$ cat config.mk
export PLATFORM = sky130hd
export DESIGN_NAME = delay_line_probe_flat
export DESIGN_NICKNAME = d
export VERILOG_FILES = /design/src/rtl/delay_line_probe_if.sv /design/src/rtl/delay_line_probe.sv /design/src/flat_wrapper.sv
export SDC_FILE = /design/constraint.sdc
export NUM_CORES = 1
export LEC_CHECK = 0
export CAP_MARGIN = 20
export CORE_ASPECT_RATIO = 0.5
export CORE_MARGIN = 1
export CORE_UTILIZATION = 55
export CTS_BUF_LIST = sky130_fd_sc_hd__clkbuf_2 sky130_fd_sc_hd__clkbuf_4 sky130_fd_sc_hd__clkbuf_8
export DETAILED_ROUTE_END_ITERATION = 8
export GPL_TIMING_DRIVEN = 0
export PLACE_DENSITY = 0.84
export SLEW_MARGIN = 20
export SYNTH_ARGS = -nofsm -noshare
export SYNTH_HDL_FRONTEND = slang
export SYNTH_SLANG_ARGS = --single-unit
export TNS_END_PERCENT = 50
$ cat constraint.sdc
create_clock -name clk_in -period 5.25 [get_ports clk_in]
set_clock_uncertainty 0.2 [all_clocks]
set_input_delay 1.05 -clock clk_in [delete_from_list [all_inputs] [get_ports clk_in]]
set_output_delay 1.05 -clock clk_in [all_outputs]
set_load 0.01 [all_outputs]
$ cat src/rtl/delay_line_probe_if.sv
// rtl/delay_line_probe_if.sv - launch/echo/result signal bundle for the delay line probe
`timescale 1ns/1ps
interface delay_line_probe_if #(
  parameter int COUNT_WIDTH = 16
);
  logic                   start;
  logic                   echo_in;
  logic                   launch_out;
  logic                   busy;
  logic                   done;
  logic                   timeout;
  logic [COUNT_WIDTH-1:0] delay_count;

  // Requester side: issues start, drives the delay line return, consumes results
  modport master (
    output start, echo_in,
    input  launch_out, busy, done, timeout, delay_count
  );

  // Probe side
  modport slave (
    input  start, echo_in,
    output launch_out, busy, done, timeout, delay_count
  );
endinterface

$ cat src/rtl/delay_line_probe.sv
// rtl/delay_line_probe.sv - launches a pulse into a delay line and times the returning edge
`timescale 1ns/1ps
module delay_line_probe #(
  parameter int HIGH_CYCLES    = 10,
  parameter int LOW_CYCLES     = 100,
  parameter int TIMEOUT_CYCLES = 1000,
  parameter int COUNT_WIDTH    = 16
) (
  input  logic                clk_in,
  input  logic                rst,
  delay_line_probe_if.slave   dl
);

  localparam int PHASE_TOP = (HIGH_CYCLES > LOW_CYCLES) ? HIGH_CYCLES : LOW_CYCLES;
  localparam int PW        = $clog2(PHASE_TOP + 1);
  localparam logic [COUNT_WIDTH-1:0] TMO      = COUNT_WIDTH'(TIMEOUT_CYCLES);
  localparam logic [PW-1:0]          HIGH_END = PW'(HIGH_CYCLES - 1);
  localparam logic [PW-1:0]          LOW_END  = PW'(LOW_CYCLES - 1);

  typedef enum logic [1:0] {IDLE, LAUNCH, LISTEN, GAP} state_t;

  state_t                 state;
  logic [PW-1:0]          phase;
  logic [COUNT_WIDTH-1:0] cnt;
  logic                   meas;
  logic                   launch_r;
  logic                   busy_r;
  logic                   done_r;
  logic                   timeout_r;
  logic [COUNT_WIDTH-1:0] delay_r;
  logic                   s1, s2, s3;
  logic                   edge_det;

  assign edge_det       = s2 & ~s3;
  assign dl.launch_out  = launch_r;
  assign dl.busy        = busy_r;
  assign dl.done        = done_r;
  assign dl.timeout     = timeout_r;
  assign dl.delay_count = delay_r;

  // Bring the asynchronous echo into clk_in domain and keep one cycle of history for edge detect
  always_ff @(posedge clk_in or posedge rst) begin
    if (rst) begin
      s1 <= 1'b0;
      s2 <= 1'b0;
      s3 <= 1'b0;
    end else begin
      s1 <= dl.echo_in;
      s2 <= s1;
      s3 <= s2;
    end
  end

  // Pulse sequencing (launch, listen, quiet gap) alongside the delay measurement it brackets
  always_ff @(posedge clk_in or posedge rst) begin
    if (rst) begin
      state     <= IDLE;
      phase     <= '0;
      cnt       <= '0;
      meas      <= 1'b0;
      launch_r  <= 1'b0;
      busy_r    <= 1'b0;
      done_r    <= 1'b0;
      timeout_r <= 1'b0;
      delay_r   <= '0;
    end else begin
      done_r <= 1'b0;

      // The edge is checked before the timeout so a coincident edge still yields a real result
      if (meas) begin
        if (edge_det) begin
          delay_r   <= cnt;
          timeout_r <= 1'b0;
          done_r    <= 1'b1;
          meas      <= 1'b0;
        end else if (cnt == TMO) begin
          delay_r   <= TMO;
          timeout_r <= 1'b1;
          done_r    <= 1'b1;
          meas      <= 1'b0;
        end
        if (cnt != TMO) begin
          cnt <= cnt + 1'b1;
        end
      end

      case (state)
        IDLE: begin
          if (dl.start) begin
            state     <= LAUNCH;
            launch_r  <= 1'b1;
            busy_r    <= 1'b1;
            phase     <= '0;
            cnt       <= '0;
            meas      <= 1'b1;
            timeout_r <= 1'b0;
          end
        end
        LAUNCH: begin
          if (phase == HIGH_END) begin
            launch_r <= 1'b0;
            phase    <= '0;
            state    <= meas ? LISTEN : GAP;
          end else begin
            phase <= phase + 1'b1;
          end
        end
        LISTEN: begin
          if (!meas) begin
            phase <= '0;
            state <= GAP;
          end
        end
        GAP: begin
          if (phase == LOW_END) begin
            busy_r <= 1'b0;
            state  <= IDLE;
          end else begin
            phase <= phase + 1'b1;
          end
        end
        default: begin
          state <= IDLE;
        end
      endcase
    end
  end

endmodule

$ cat src/flat_wrapper.sv
// flat-port wrapper written by rule: the top's interface ports become plain ports
module delay_line_probe_flat 
#(
  parameter int HIGH_CYCLES    = 10,
  parameter int LOW_CYCLES     = 100,
  parameter int TIMEOUT_CYCLES = 1000,
  parameter int COUNT_WIDTH    = 16
)
  (clk_in, rst, dl_start, dl_echo_in, dl_launch_out, dl_busy, dl_done, dl_timeout, dl_delay_count);
  delay_line_probe_if #(.COUNT_WIDTH(COUNT_WIDTH)) dl_i ();
  input  logic clk_in;
  input  logic rst;
  input wire logic [$bits(dl_i.start)-1:0] dl_start;
  input wire logic [$bits(dl_i.echo_in)-1:0] dl_echo_in;
  output wire logic [$bits(dl_i.launch_out)-1:0] dl_launch_out;
  output wire logic [$bits(dl_i.busy)-1:0] dl_busy;
  output wire logic [$bits(dl_i.done)-1:0] dl_done;
  output wire logic [$bits(dl_i.timeout)-1:0] dl_timeout;
  output wire logic [$bits(dl_i.delay_count)-1:0] dl_delay_count;
  assign dl_i.start = dl_start;
  assign dl_i.echo_in = dl_echo_in;
  assign dl_launch_out = dl_i.launch_out;
  assign dl_busy = dl_i.busy;
  assign dl_done = dl_i.done;
  assign dl_timeout = dl_i.timeout;
  assign dl_delay_count = dl_i.delay_count;
  delay_line_probe #(.HIGH_CYCLES(HIGH_CYCLES), .LOW_CYCLES(LOW_CYCLES), .TIMEOUT_CYCLES(TIMEOUT_CYCLES), .COUNT_WIDTH(COUNT_WIDTH)) u_core (.clk_in(clk_in), .rst(rst), .dl(dl_i));
endmodule
==> flow_summary.yaml, run 1 <==
outcome:
  run_status: "complete, no violations"
die:
  die_w_um: 94.8
  fp.dieH_um: 48.4
  floorplan.initialDensity: 0.591
  dieArea_um2: 4590
  pin_count: 24
  core_um2: 4000
  fp-row-count: 16
worst_hold_path:
  hp-start: "u_core.s1"
  worstHoldEndpoint: "u_core.s2"
  min-delay-path-class: "reg -> reg"
  hold_path_depth: 0
sta:
  worst_pin_slew_ns: 0.650
  maxSlewHeadroom: 0.566
  max_clock_freq_ghz: 0.371
  rsz0062_at_grt: "false"
  tns_ns: 0
  finalSetupViolations: 0
  fin_crit_sh: 0.514
  finalMaxSlewViolations: 0
  min_period_ns: 2.70
  hold_viol: 0
logic_synthesis:
  ys_async_sr_fraction: 1.00
  synthDistinctLibCells: 44
  syn_inst: 224
  ys_ff_latch: 49
  netlist_area_um2: 2370
  synth-edff-count: 0
  syn_nets: 236
  synth-warning-count: 0
  synthFlopType: "dfrtp_1"
  avgSynthCellArea_um2: 10.6
  synth-seq-area-share: 0.518
global_routing:
  grt_usage: 0.240
  grt_remaining_overflow: 0
  grt_pass1_wl_um: 8470
  grt_pass1_vias: 1802
  grt_max_degree: 30
  antenna_found_initial: 0
finish:
  drive_above_1_share: 0.0898
  layout.nets: 267
  syn_to_final_growth_pct: 17.5
  diodes: 0
  fillers: 308
  seqCellArea_um2: 1230
  final_cell_area_um2: 2780
  final_util: 0.695
  multi_input_area_um2: 1040
routing:
  drc_errors: 0
  postRouteWirelength_um: 4880
  firstDrtPassIters: 5
  drt_iter0_markers: 103
  vias: 1854
  routedWlPerCell_um: 15.8
  via_per_inst: 5.98
  drtAntennaViolNets: 0
cts:
  postCtsSetupBuffers: 0
  holdBufCountCts: 0
  h-tree-depth: 2
  clk_pin_slew_ns: 0.09
  cts_buffer_depth: 2
  clockRootBuffer: "clkbuf_8"
  cts_resized: 0
  numCtsBuffers: 5
  clock-sinks: 49
  clock_latency_ns: 0.31
  cts_tree: "done"
critical_path:
  path_class: "in -> reg"
  required_ns: 5.24
  crit_arrival_ns: 2.69
  ff2ff_setup_slack_ns: 2.94
  r2r_start: "u_core.state[0]"
  reg2reg_depth: 8
  rr_endpoint: "u_core.phase[0]"
  startpoint_type: "primary input"
  cp_max_fo: 10
  critPathCaptureType: "register"
pwr:
  ir_drop_mv: 0.242
  leakagePower_nw: 1.16
  p_per_area_nw_per_um2: 552
placement:
  io_buffers: 23
  gp_congestion: 0.875
  placed_cell_area_um2: 2690
  dp_hpwl_um: 3410
run:
  max_cap_viol_count: 0
-- metal layers --
| metal | up-vias | track usage | routed length, µm |
|---|---|---|---|
| li1 | 878 | - | - |
| met1 | 922 | 0.338 | 2260 |
| met2 | 47 | 0.365 | 2280 |
| met3 | 7 | 0.0676 | 305 |
| met4 | 0 | 0.0657 | 42 |
| met5 | - | 0 | 0 |
-- synthesized netlist by cell type, types with 2 or more instances --
master / n / share of area
xnor2_1: 8 / 0.030
o21ai_0: 10 / 0.021
dfrtp_1: 49 / 0.52
nand3_1: 10 / 0.021
buf_2: 3 / 0.0063
or3_1: 5 / 0.013
and4_1: 2 / 0.0074
nor4_1: 6 / 0.016
nor3_1: 6 / 0.013
a22o_1: 10 / 0.037
nor2b_1: 2 / 0.0053
nor2_1: 15 / 0.024
ha_1: 8 / 0.042
or4_1: 3 / 0.0095
xor2_1: 3 / 0.011
o31ai_1: 3 / 0.0095
nand2_1: 12 / 0.019
o21a_1: 2 / 0.0063
nand4b_1: 2 / 0.0074
and2_1: 5 / 0.013
a21oi_1: 9 / 0.019
o22a_1: 6 / 0.022
inv_1: 11 / 0.017
clkbuf_1: 8 / 0.013
nand4_1: 6 / 0.016
mux2_2: 2 / 0.0095
-- how the worst max path moves through the flow --
stage	slack [ns]	startpoint	end	depth (start not counted)
finish	2.55	dl_start	u_core.phase[0]	7
global route	2.41	dl_start	u_core.phase[0]	7
CTS	2.55	dl_start	u_core.phase[0]	7
detailed placement	2.24	dl_start	u_core.phase[0]	7
global placement	1.94	rst	u_core.dl.delay_count[11]	2
floorplan	2.83	rst	u_core.cnt[0]	1
-- registers in the layout (all words and copies together) (netlist names) --
signal and flops:
u_core.dl.timeout 1, u_core.s3 1, u_core.dl.done 1, u_core.dl.busy 1, u_core.state 2, u_core.s2 1, u_core.dl.delay_count 16, u_core.s1 1
u_core.phase 7, u_core.dl.launch_out 1, u_core.meas 1, u_core.cnt 16
-- cell type report --
type,instances,area share
well taps,54,0.0243
inverters,12,0.0162
flip-flops and latches,49,0.441
multi-input cells,151,0.374
plain buffers,12,0.0202
clock inverters,3,0.00764
repair buffers,24,0.0926
clock buffers,5,0.0247
-- per-stage QoR --
stage / instances / power [W] / worst slack, ns / hold WS, ns
finish: 310 / 0.00154 / 2.55 / 0.172
CTS: 310 / 0.00154 / 2.55 / 0.177
global route: 310 / 0.00164 / 2.41 / 0.182
global placement: 301 / 0.00127 / 1.94 / 0.147
floorplan: 224 / 0.00106 / 2.83 / 0.131
detailed placement: 302 / 0.00131 / 2.24 / 0.155
-- critical path, cell delays in order --
cell and delay (ns):
clkdlybuf4s50_1 0.43, nor2b_1 0.12, clkbuf_1 0.35, or2_0 0.17, clkbuf_1 0.22, nor4_1 0.07
a221o_1 0.28
-- power breakdown --
part,switching (W),total (W),internal [W]
logic,0.000320,0.000649,0.000328
clock network,0.000134,0.000229,0.0000948
registers,0.000135,0.000658,0.000523
-- cells in the final DEF, fill, tap and decap left out, types with 2 or more instances in the layout --
cell	netlist	layout
a21oi_1	9	9
a22o_1	10	10
and2_1	5	5
and4_1	2	2
buf_2	3	3
clkbuf_1	8	8
clkbuf_8	0	5
clkdlybuf4s50_1	0	23
dfrtp_1	49	49
ha_1	8	8
inv_1	11	10
inv_2	1	2
mux2_2	2	2
nand2_1	12	12
nand3_1	10	10
nand4_1	6	6
nand4b_1	2	2
nor2_1	15	15
nor2b_1	2	2
nor3_1	6	6
nor4_1	6	6
o21a_1	2	2
o21ai_0	10	10
o22a_1	6	6
o31ai_1	3	3
or3_1	5	5
or4_1	3	3
xnor2_1	8	8
xor2_1	3	3
-- logic make-up (layout without fill, tap and decap cells) --
family / after synthesis / count (layout) / synth area share
mux: 2 / 2 / 0.00951
fa+ha+maj: 8 / 8 / 0.0423
simple gates: 79 / 79 / 0.183
xor+xnor: 11 / 11 / 0.0407
buf+inv: 24 / 56 / 0.0428
flops: 49 / 49 / 0.518
compound gates: 51 / 51 / 0.163
No activity file was read; power rests on OpenSTA's default activity.
==> run 2: changes to the inputs <==
--- a/config.mk
+++ b/config.mk
@@ -8,7 +8,7 @@
 export CAP_MARGIN = 20
 export CORE_ASPECT_RATIO = 0.5
 export CORE_MARGIN = 1
-export CORE_UTILIZATION = 55
+export CORE_UTILIZATION = 53
 export CTS_BUF_LIST = sky130_fd_sc_hd__clkbuf_2 sky130_fd_sc_hd__clkbuf_4 sky130_fd_sc_hd__clkbuf_8
 export DETAILED_ROUTE_END_ITERATION = 8
 export GPL_TIMING_DRIVEN = 0
==> constraint.sdc (replaced) <==
create_clock -name clk_in -period 2.4 [get_ports clk_in]
set_clock_uncertainty 0.2 [all_clocks]
set_input_delay 0.48 -clock clk_in [delete_from_list [all_inputs] [get_ports clk_in]]
set_output_delay 0.48 -clock clk_in [all_outputs]
set_load 0.01 [all_outputs]
==> flow_summary.yaml, run 2 (synthesis gave the netlist of run 1 again) <==
outcome:
  run_status: "complete, no violations"
run:
  max_cap_viol_count: 0
cts:
  numCtsBuffers: 5
  clk_pin_slew_ns: 0.09
  h-tree-depth: 2
  holdBufCountCts: 0
  cts_buffer_depth: 2
  clock-sinks: 49
  clockRootBuffer: "clkbuf_8"
  clock_latency_ns: 0.31
  cts_tree: "done"
sta:
  finalSetupViolations: 0
  worst_pin_slew_ns: 0.653
  hold_viol: 0
  finalMaxSlewViolations: 0
  max_clock_freq_ghz: 0.444
  min_period_ns: 2.25
  fin_ws_ns: 0.149
  maxSlewHeadroom: 0.564
  fin_crit_sh: 0.938
  rsz0062_at_grt: "false"
routing:
  drt_iter0_markers: 101
  postRouteWirelength_um: 4680
  via_per_inst: 5.83
  vias: 1807
  drtAntennaViolNets: 0
  routedWlPerCell_um: 15.1
  drc_errors: 0
  firstDrtPassIters: 4
placement:
  dp_hpwl_um: 3310
  gp_congestion: 0.864
  detailedPlace.worstSlack_ns: -0.0697
  io_buffers: 23
critical_path:
  required_ns: 2.45
  worstPathCellList: "inv_1, ha_1, nor2b_1, clkbuf_2, or2_0, clkbuf_1, a211oi_1, o221a_2"
  path_class: "reg -> reg"
  critPathCaptureType: "register"
  slowest_stage: "dfrtp_1"
  cpPeakStageDelay_ns: 0.38
  startpoint_type: "register"
  startpoint: "u_core.state[0]"
  ff2ff_setup_slack_ns: 0.15
  cp_max_fo: 10
  crit_family: "compound AO/OA/AOI/OAI gates"
  crit_arrival_ns: 2.30
  r2r_start: "u_core.state[0]"
  critPathBufInv: 3
finish:
  final_util: 0.689
  layout.nets: 267
  final_common_cell: "dfrtp_1"
  syn_to_final_growth_pct: 18.9
  drive_above_1_share: 0.0938
  layout_common_cells: "dfrtp_1 (49), clkdlybuf4s50_1 (23), nor2_1 (15), nand2_1 (12)"
  diodes: 0
die:
  fp.dieH_um: 49.3
  die_w_um: 96.5
  pin_count: 24
  floorplan.initialDensity: 0.580
  core_um2: 4080
  fp-row-count: 16
  dieArea_um2: 4750
worst_hold_path:
  hp-start: "u_core.s1"
  min-delay-path-class: "reg -> reg"
pwr:
  ir_drop_mv: 0.601
  p_per_area_nw_per_um2: 1230
  leakagePower_nw: 1.18
global_routing:
  grt_usage: 0.229
  grt_pass1_wl_um: 8070
  grt_pass1_vias: 1742
  grt_remaining_overflow: 0
  grt_max_degree: 31
  antenna_found_initial: 0
run 2: cell types whose count changed in the layout (fill, tap and decap cells not counted):
cell / before / now
inv_6: 1 / 0
clkbuf_1: 8 / 7
clkbuf_8: 5 / 6
bufinv_16: 0 / 1
clkinv_2: 1 / 0
clkbuf_2: 0 / 1
run 2: report_power, final:
group | total, W | switching (W) | leakage [nW] | internal [W]
combinational | 0.00140 | 0.000687 | 0.513 | 0.000715
clock | 0.000619 | 0.000280 | 0.0574 | 0.000339
sequential | 0.00144 | 0.000293 | 0.608 | 0.00114
total | 0.00346 | 0.00126 | 1.18 | 0.00220
run 2: worst paths after layout:
| check | endpoint | cells after the start |
|---|---|---|
| max | u_core.phase[2] | 8 |
| min | u_core.s2 | 0 |
| max reg2reg | u_core.phase[2] | 8 |
| min reg2reg | u_core.s2 | 0 |
| max in group asynchronous | u_core.cnt[11] | 3 |
| min in group asynchronous | u_core.dl.delay_count[1] | 2 |
run 2: cell type report:
cell class                 count  area, µm²
clock buffer                   6       82.6
inverter                      12       45.0
clock inverter                 2       37.5
multi-input combinational    151       1040
fill                         308       1270
sequential                    49       1230
timing repair buffer          24        258
tap                           54       67.6
buffer                        12       57.6
run 2: routing by layer:
metal | vias to the layer above | global-route usage | share of wire
met5 | - | 0 | 0
li1 | 871 | - | -
met3 | 6 | 0.0717 | 0.045
met1 | 886 | 0.320 | 0.48
met2 | 44 | 0.339 | 0.46
met4 | 0 | 0.0711 | 0.015
run 2: timing repair:
| item | in CTS | in global routing |
|---|---|---|
| setup buffers | 0 | 0 |
| gates resized for setup | 0 | 2 |
| setup endpoints to repair | 0 | 2 |
run 2: worst register-to-register path: cells and delay by family (launching register included):
kind                       cells  cell delay [ns]
and+or+nand+nor                2             0.39
buffers and inverters          3             0.45
DFF                            1             0.38
AOI/OAI and AO/OA              2             0.52
adders and majority gates      1             0.26
run 2: through the flow:
stage               TNS, ns  area [µm²]  hold slack [ns]  total power [W]  std cells
finish                    0        2810            0.159          0.00346        310
global placement     -15.90        2670            0.139          0.00278        301
CTS                       0        2810            0.164          0.00348        310
global route              0        2810            0.175          0.00371        310
detailed placement   -0.121        2690            0.143          0.00285        302
floorplan                 0        2370            0.131          0.00231        224
==> run 3: changes to the inputs <==
--- a/config.mk
+++ b/config.mk
@@ -13,6 +13,7 @@
 export DETAILED_ROUTE_END_ITERATION = 8
 export GPL_TIMING_DRIVEN = 0
 export PLACE_DENSITY = 0.84
+export SETUP_SLACK_MARGIN = 0.3
 export SLEW_MARGIN = 20
 export SYNTH_ARGS = -nofsm -noshare
 export SYNTH_HDL_FRONTEND = slang
==> flow_summary.yaml, run 3 (synthesis gave the netlist of run 1 again) <==
outcome:
  run_status: "complete, no violations"
routing:
  postRouteWirelength_um: 4940
  via_per_inst: 5.86
  vias: 1853
  drt_iter0_markers: 104
  drtAntennaViolNets: 0
  drc_errors: 0
  firstDrtPassIters: 4
  routedWlPerCell_um: 15.6
global_routing:
  grt_max_degree: 31
  grt_usage: 0.237
  grt_remaining_overflow: 0
  grt_pass1_vias: 1759
  antenna_found_initial: 0
  grt_pass1_wl_um: 8330
critical_path:
  worstPathCellList: "or4_4, nor4_4, a21oi_2, buf_6, a22o_1"
  critPathCaptureType: "register"
  path_class: "reg -> reg"
  cp_max_fo: 10
  cpPeakStageDelay_ns: 0.58
  crit_arrival_ns: 2.07
  startpoint_type: "register"
  slowest_stage: "or4_4"
  required_ns: 2.40
cts:
  numCtsBuffers: 5
  clock_latency_ns: 0.31
  h-tree-depth: 2
  clockRootBuffer: "clkbuf_8"
  clock-sinks: 49
  cts_tree: "done"
  clk_pin_slew_ns: 0.10
  cts_buffer_depth: 2
worst_hold_path:
  min-delay-path-class: "reg -> reg"
finish:
  multi_input_area_um2: 1060
  fillers: 295
  seqCellArea_um2: 1230
  final_cell_area_um2: 2890
  layout_common_cells: "dfrtp_1 (47), clkdlybuf4s50_1 (23), nor2_1 (14), nand2_1 (12)"
  diodes: 0
  drive_above_1_share: 0.153
  syn_to_final_growth_pct: 22.1
  final_common_cell: "dfrtp_1"
  layout.nets: 273
sta:
  hold_viol: 0
  rsz0062_at_grt: "true"
  maxSlewHeadroom: 0.559
  fin_crit_sh: 0.864
  max_clock_freq_ghz: 0.482
  worst_pin_slew_ns: 0.661
  min_period_ns: 2.07
  tns_ns: 0
  finalMaxSlewViolations: 0
  finalSetupViolations: 0
pwr:
  p_per_area_nw_per_um2: 1230
  ir_drop_mv: 0.612
  leakagePower_nw: 1.22
die:
  die_w_um: 96.5
  fp.dieH_um: 49.3
  floorplan.initialDensity: 0.580
  dieArea_um2: 4750
  core_um2: 4080
  pin_count: 24
  fp-row-count: 16
run:
  max_cap_viol_count: 0
placement:
  dp_hpwl_um: 3310
  gp_congestion: 0.864
  placed_cell_area_um2: 2690
  io_buffers: 23
[run 3: what timing repair did]
| action | 4_1_cts | 5_1_grt |
|---|---|---|
| endpoints found under the setup margin | 14 | 16 |
| pin swaps | 1 | 4 |
| setup buffers | 3 | 3 |
| resized for setup | 7 | 10 |
| hold buffers | 0 | 0 |
[run 3: power breakdown]
group	switching (W)	total [W]	internal, W
registers	0.000291	0.00144	0.00115
clock network	0.000281	0.000619	0.000339
logic	0.000737	0.00150	0.000764
[run 3: layout make-up]
class / instances / share of cell area
inverter: 12 / 0.0156
multi-input combinational: 151 / 0.368
sequential: 49 / 0.425
clock buffer: 6 / 0.0286
clock inverter: 2 / 0.0130
timing repair buffer: 30 / 0.105
buffer: 12 / 0.0221
tap: 54 / 0.0234
[run 3: metrics by stage]
step                setup WS (ns)   util  total power, W  std cells  hold WS (ns)
finish                      0.326  0.708         0.00356        316         0.159
global route                0.271  0.708         0.00381        316         0.175
CTS                         0.309  0.700         0.00353        313         0.164
detailed placement        -0.0697  0.659         0.00285        302         0.143
global placement           -0.326  0.653         0.00278        301         0.139
floorplan                   0.367      -         0.00231        224         0.131
[run 3: layer usage]
| metal | part of all wire | global-route usage | vias to the layer above |
|---|---|---|---|
| li1 | - | - | 887 |
| met1 | 0.46 | 0.329 | 911 |
| met2 | 0.47 | 0.358 | 50 |
| met3 | 0.056 | 0.0717 | 5 |
| met4 | 0.011 | 0.0711 | 0 |
| met5 | 0 | 0 | - |
[run 3: worst max-delay path, delay by kind of cell, from the launching register on]
family	cells	cell delay, ns
simple gates	2	0.89
flops	1	0.41
compound gates	2	0.30
buf+inv	1	0.16
[run 3: final timing paths]
check	startpoint	endpoint	slack, ns	cells after the start
worst max register to register	u_core.cnt[4]	u_core.dl.delay_count[0]	0.33	5
worst min register to register	u_core.s1	u_core.s2	0.16	0
min in group asynchronous	rst	u_core.dl.delay_count[1]	0.38	2
worst min-delay path	u_core.s1	u_core.s2	0.16	0
worst max-delay path	u_core.cnt[4]	u_core.dl.delay_count[0]	0.33	5
max in group asynchronous	rst	u_core.cnt[11]	1.08	3
